### src/rtl/iir_biquad_coef_ctrl.sv
// iir_biquad_coef_ctrl: stages biquad coefficients and moves them to the core only on safe sample boundaries, as a jump or a per-sample ramp
module iir_biquad_coef_ctrl #(
    parameter int N_BITS_P = 32,
    parameter int Q_BITS_P = 15
) (
    input  logic                clk,
    input  logic                rst_n,
    input  logic                cfg_wr_en,
    input  logic [2:0]          cfg_wr_addr,
    input  logic [N_BITS_P-1:0] cfg_wr_data,
    input  logic                cfg_commit,
    input  logic                cfg_ramp_en,
    input  logic [N_BITS_P-1:0] cfg_ramp_step,
    input  logic                x0_valid,
    input  logic                x0_ready,
    input  logic                y0_valid,
    output logic [N_BITS_P-1:0] cr_zero_b0,
    output logic [N_BITS_P-1:0] cr_zero_b1,
    output logic [N_BITS_P-1:0] cr_zero_b2,
    output logic [N_BITS_P-1:0] cr_pole_a1,
    output logic [N_BITS_P-1:0] cr_pole_a2,
    output logic                sts_busy,
    output logic                sts_done
);
    typedef enum logic [1:0] {IDLE, PENDING, RAMPING} state_t;
    localparam logic [N_BITS_P-1:0] unity = N_BITS_P'(1) << Q_BITS_P;
    state_t              state, state_nxt;
    logic [N_BITS_P-1:0] stg [5];
    logic [N_BITS_P-1:0] tgt [5];
    logic [N_BITS_P-1:0] act [5];
    logic [N_BITS_P-1:0] stg_byp [5];
    logic [N_BITS_P-1:0] ramp_val [5];
    logic [4:0]          at_tgt;
    logic [N_BITS_P-1:0] step;
    logic                ramp_mode;
    logic                safe, sample;
    logic                load_tgt, load_ramp, done_nxt;
    assign safe   = y0_valid || (x0_ready && !x0_valid);
    assign sample = y0_valid;
    for (genvar i = 0; i < 5; i++) begin : g_coef
        logic [N_BITS_P:0] diff;
        logic [N_BITS_P:0] mag;
        assign stg_byp[i]  = (cfg_wr_en && cfg_wr_addr == 3'(i)) ? cfg_wr_data : stg[i];
        assign diff        = {tgt[i][N_BITS_P-1], tgt[i]} - {act[i][N_BITS_P-1], act[i]};
        assign mag         = diff[N_BITS_P] ? -diff : diff;
        assign ramp_val[i] = (mag <= {1'b0, step}) ? tgt[i] :
                             diff[N_BITS_P] ? act[i] - step : act[i] + step;
        assign at_tgt[i]   = ramp_val[i] == tgt[i];
    end
    assign cr_zero_b0 = act[0];
    assign cr_zero_b1 = act[1];
    assign cr_zero_b2 = act[2];
    assign cr_pole_a1 = act[3];
    assign cr_pole_a2 = act[4];
    assign sts_busy   = state != IDLE;
    // state register and registered done pulse
    always_ff @(posedge clk or negedge rst_n) begin
        if (!rst_n) begin
            state    <= IDLE;
            sts_done <= 1'b0;
        end else begin
            state    <= state_nxt;
            sts_done <= done_nxt;
        end
    end
    // next state: a commit always restarts from PENDING; transfers only on safe/sample edges
    always_comb begin
        state_nxt = state;
        done_nxt  = 1'b0;
        load_tgt  = 1'b0;
        load_ramp = 1'b0;
        if (cfg_commit) begin
            state_nxt = PENDING;
        end else if (state == PENDING && safe) begin
            load_tgt  = !ramp_mode || step == '0;
            load_ramp = ramp_mode && step != '0;
            done_nxt  = load_tgt || &at_tgt;
            state_nxt = done_nxt ? IDLE : RAMPING;
        end else if (state == RAMPING && sample) begin
            load_ramp = 1'b1;
            done_nxt  = &at_tgt;
            state_nxt = done_nxt ? IDLE : RAMPING;
        end
    end
    // coefficient banks: staging with write bypass into target, active moved by jump or ramp
    always_ff @(posedge clk or negedge rst_n) begin
        if (!rst_n) begin
            ramp_mode <= 1'b0;
            step      <= '0;
            for (int k = 0; k < 5; k++) begin
                stg[k] <= k == 0 ? unity : '0;
                tgt[k] <= k == 0 ? unity : '0;
                act[k] <= k == 0 ? unity : '0;
            end
        end else begin
            if (cfg_commit) begin
                ramp_mode <= cfg_ramp_en;
                step      <= cfg_ramp_step;
            end
            for (int k = 0; k < 5; k++) begin
                stg[k] <= stg_byp[k];
                if (cfg_commit) tgt[k] <= stg_byp[k];
                if (load_tgt) act[k] <= tgt[k];
                else if (load_ramp) act[k] <= ramp_val[k];
            end
        end
    end
endmodule

### config.mk
export PLATFORM = sky130hd
export DESIGN_NAME = iir_biquad_coef_ctrl
export DESIGN_NICKNAME = d
export VERILOG_FILES = /design/src/rtl/iir_biquad_coef_ctrl.sv
export SDC_FILE = /design/constraint.sdc
export NUM_CORES = 2
export LEC_CHECK = 0
export BUFFER_PORTS_ARGS = -buffer_cell sky130_fd_sc_hd__buf_2
export CAP_MARGIN = 20
export CORE_MARGIN = 3
export CORE_UTILIZATION = 58
export DETAILED_ROUTE_END_ITERATION = 10
export HOLD_SLACK_MARGIN = 0.03
export PLACE_DENSITY = 0.89
export SYNTH_ARGS = -nofsm -noshare
export SYNTH_HDL_FRONTEND = slang
export SYNTH_SLANG_ARGS = --single-unit
### constraint.sdc
create_clock -name clk -period 6.8 [get_ports clk]
set_input_delay 0 -clock clk [delete_from_list [all_inputs] [get_ports clk]]
set_output_delay 0 -clock clk [all_outputs]
set_load 0.02 [all_outputs]
==> results of run 1 <==
-- layer usage --
layer | GRT overflow | global-route usage
met1 | 0 | 0.621
met2 | 11 | 0.771
met3 | 2 | 0.554
met4 | 17 | 0.593
met5 | 0 | 0.325
-- per-stage QoR --
stage | instances | hold WS [ns]
floorplan | 6343 | -0.296
global placement | 8622 | 0.0753
detailed placement | 8622 | 0.0884
CTS | 8853 | 0.0308
-- repair_timing --
| item | 4_1_cts |
|---|---|
| gates resized for setup | 139 |
| setup buffers | 25 |
| pin swaps | 45 |
| hold buffers | 104 |
| cloned | 3 |
| endpoints found under the setup margin | 66 |
| endpoints found under the hold margin | 290 |
-- cell families after synthesis --
family                   synth area share
adder cells (fa/ha/maj)             0.120
AO/OA/AOI/OAI                       0.225
XOR/XNOR                            0.101
buffers and inverters              0.0442
AND/OR/NAND/NOR                     0.180
flip-flops                          0.250
multiplexers                       0.0794
==> impl_results.md, run 1 <==
* Status: did not finish
* Last flow stage reached: global routing
* Tool error: [ERROR GRT-0116] Global routing finished with congestion. Check the congestion regions in the DRC Viewer.
* Sequential-to-total area share from yosys stat at 0.250
* Synth warnings at 0
* IO Port Bufs at 236
* Starting Density at 0.590
* Gr usage total at 0.637
* First-pass GRT wire length at 447000 µm
* Place WS at -1.14 ns
* Post-synth EDFFs at 0
* Post-Syn Area at 51700 µm²
* GPL Wtd Cong at 1.18
* Overflow after GRT at 30
* Root buffer cell: clkbuf_16
* Commonest cells in the netlist: nand2_1 (700), a21oi_1 (549), dfrtp_1 (513)
* Chip Height at 304 µm
* Ports at 237
* Final HPWL DP at 177000 µm
* Clock tree sinks at 516
* Max clock buf depth at 3
* Synth area leaders: dfrtp_1 (25%), ha_1 (12%), xnor2_1 (6.9%)
* Top-area cell type share of the netlist area at 0.248
* Ys async rst share at 1.00
* Unique cell type count in the Yosys netlist at 103
* Dominant synthesized flop cell: dfrtp_1
* Syn Area/Cell at 8.15 µm²
* Largest net degree at the start of global routing at 142
* Num CTS Buffers at 57
* Htree depth at 2
* Post-synthesis net count at 6909
* Vias in the first global route at 71600
* Most frequent cell after synthesis: nand2_1
* #FFs+latches synth at 516
* # rows at 108
* Mapped Cells at 6343
* Placed instance area at 62200 µm²
* Yosys top cell by area: dfrtp_1
* Chip Width at 304 µm
==> inputs of run 2 (changes only) <==
--- a/config.mk
+++ b/config.mk
@@ -8,10 +8,9 @@
 export BUFFER_PORTS_ARGS = -buffer_cell sky130_fd_sc_hd__buf_2
 export CAP_MARGIN = 20
 export CORE_MARGIN = 3
-export CORE_UTILIZATION = 58
+export CORE_UTILIZATION = 40
 export DETAILED_ROUTE_END_ITERATION = 10
-export HOLD_SLACK_MARGIN = 0.03
-export PLACE_DENSITY = 0.89
+export PLACE_DENSITY_LB_ADDON = 0.15
 export SYNTH_ARGS = -nofsm -noshare
 export SYNTH_HDL_FRONTEND = slang
 export SYNTH_SLANG_ARGS = --single-unit
==> constraint.sdc (replaced) <==
create_clock -name clk -period 8.85 [get_ports clk]
set_input_delay 0 -clock clk [delete_from_list [all_inputs] [get_ports clk]]
set_output_delay 0 -clock clk [all_outputs]
set_load 0.02 [all_outputs]
==> impl_results.md, run 2 <==
* Status: completed
* Slew @ Worst Pin at 1.24 ns
* ANT nets after route at 0
* Final HPWL DP at 182000 µm (+2.5%)
* Core footprint at 128000 µm²
* Die footprint at 134000 µm²
* Wirelength per Cell at 28.6 µm
* Initial DRC count at 5806
* Most frequent cell after synthesis: nand2_1
* Post-synthesis net count at 6909 (unchanged)
* Core Util, Final at 0.459
* Fin Setup TNS at 0 ns
* Commonest non-fill, non-tap cell in the layout: nand2_1
* GPL Wtd Cong at 1.01 (-14%)
* Multi-input logic area at 36600 µm²
* Layout cells sized above 1 at 0.133
* CP required at 9.44 ns
* Gr usage total at 0.350
* Mapped Cells at 6343 (unchanged)
* Overflow after GRT at 0
* Fin crit period at 8.62 ns
* Clock tree sinks at 516 (unchanged)
* Vias in the first global route at 48800
* Yosys top cell by area: dfrtp_1
* Nets at 7191
* Commonest non-fill, non-tap cells in the layout: nand2_1 (700), a21oi_1 (545), dfrtp_1 (513)
* Ports at 237 (unchanged)
* Iteration count of the initial detailed-routing pass at 8
* Syn Area/Cell at 8.15 µm² (unchanged)
* Max clock buf depth at 3 (unchanged)
* WHS Endpoint: stg[19]
* Final setup viols at 0
* Synth area leaders: dfrtp_1 (25%), ha_1 (12%), xnor2_1 (6.9%)
* Top-area cell type share of the netlist area at 0.248 (unchanged)
* Fin. Hold Viols at 0
* Initial antenna violation count at 27
* Largest registers: stg (160), tgt (160)
* Num CTS Buffers at 67 (+18%)
* Seq. cell area at 12900 µm²
* Ys async rst share at 1.00 (unchanged)
* Sequential-to-total area share from yosys stat at 0.250 (unchanged)
* First-pass GRT wire length at 341000 µm
* Commonest cells in the netlist: nand2_1 (700), a21oi_1 (549), dfrtp_1 (513)
* Cell area after layout at 58700 µm²
* Post-synth EDFFs at 0 (unchanged)
* Chip Height at 365 µm (+20%)
* Max transition margin at 0.168
* Crit path DAT at 9.21 ns
* Root buffer cell: clkbuf_16
* Fin crit share at 0.974
* Total number of vias at 52000
* Reg2reg start: step[0]
* Placed instance area at 55100 µm² (-11%)
* Critical path endpoint category: register
* R2r endpoint: state[1]
* Post-Syn Area at 51700 µm² (unchanged)
* IO Port Bufs at 236 (unchanged)
* Max_cap viols at 0
* Worst-path clk slew at 0.06 ns
* Critical path peak fanout at 12
* Kind of critical path: register to register
* Unique cell type count in the Yosys netlist at 103 (unchanged)
* Htree depth at 3 (+1)
* #FFs+latches synth at 516 (unchanged)
* Synth warnings at 0 (unchanged)
* Beginning of the worst hold path: cfg_wr_data[19]
* Max Slew Vio Count at 0
* Mean number of vias per cell at 6.22
* # rows at 131 (+21%)
* Fmax at 116 MHz
* Routed WL at 239000 µm
* Final worst clock skew at 0.0222 ns
* Critical Path Start Type: register
* FF-to-FF path depth at 27
* CTS tree: yes
* FF-to-FF setup slack at 0.23 ns
* Hold path cells at 2
* Fillers at 12800
* Worst Hold Class: input port to register
* Clock Latency Late Sink at 0.70 ns
* Chip Width at 365 µm (+20%)
* Area delta synth->final at 13.6%
* Largest net degree at the start of global routing at 201
* Starting Density at 0.404 (-0.186)
* Dominant synthesized flop cell: dfrtp_1
* Drt drc at 0
## run 2: layout make-up
| cell class | count | area share |
|---|---|---|
| multi-input cells | 5239 | 0.624 |
| flip-flops and latches | 516 | 0.220 |
| repair buffers | 481 | 0.0583 |
| well taps | 1662 | 0.0354 |
| clock buffers | 87 | 0.0321 |
| inverters | 320 | 0.0205 |
| clock inverters | 34 | 0.00827 |
| diodes | 27 | 0.00115 |
## run 2: through the flow
step           std cells  hold slack [ns]  worst slack, ns
4_1_cts             8336          0.00309          0.00153
5_1_grt             8344          0.00529          -0.0576
3_3_place_gp        8108          0.00541            -1.04
2_1_floorplan       6343           -0.296             1.59
3_5_place_dp        8110           0.0104           -0.418
6_report            8366           0.0297            0.229
## run 2: kinds of logic after synthesis
family,after synthesis,synth area share
AO/OA/AOI/OAI,1843,0.225
XOR/XNOR,596,0.101
adder cells (fa/ha/maj),491,0.120
buffers and inverters,588,0.0442
flip-flops,516,0.250
multiplexers,374,0.0794
AND/OR/NAND/NOR,1935,0.180
## run 2: timing repair
item | CTS | global route
hold endpoints to repair | 389 | 0
pin swaps | 1 | 1
buffers inserted | 1 | 1
hold buffers | 104 | 0
gates resized for setup | 1 | 13
setup endpoints to repair | 2 | 2
## run 2: worst max-delay path, stage by stage (launching register included)
cell and delay [ns]:
dfrtp_1 0.52, inv_1 0.21, ha_1 0.21, nand2_2 0.08
nor3_4 0.27, nand4_4 0.13, or3_1 0.34, buf_4 0.23
or3_1 0.34, buf_4 0.23, or3_1 0.69, nand2_1 0.21
xnor2_1 0.10, ha_1 0.54, nand2_1 0.20, a221o_1 0.37
a2111oi_0 0.38, o2111ai_1 0.18, nor4_1 0.32, nand3_1 0.12
or4b_1 0.62, or4_1 0.57, nand4_1 0.18, o211ai_1 0.13
a2111oi_1 0.52, buf_2 0.25, o2111ai_1 0.22, a32o_1 0.32
## run 2: worst max-delay path by stage
stage / start / to / slack [ns] / cells past startpoint
after detailed placement: tgt[130] / state[1] / -0.42 / 26
after global routing: tgt[32] / state[1] / -0.06 / 28
final: step[0] / state[1] / 0.23 / 27
after global placement: tgt[128] / state[1] / -1.04 / 28
after CTS: tgt[128] / state[1] / 0.002 / 28
after floorplan: cr_zero_b0[0] / state[1] / 1.59 / 27
## run 2: per-layer routing
layer  global-route usage  wire [µm]  up-vias
li1                     -          -    23700
met1                0.463     101000    25400
met2                0.528     102000     2465
met3               0.0872      22900      464
met4                0.175      13400       12
met5                    0         88        -
Power of run 2 is not shown: default switching activity piles up to over one toggle a cycle in this logic, so the estimate is an artifact.
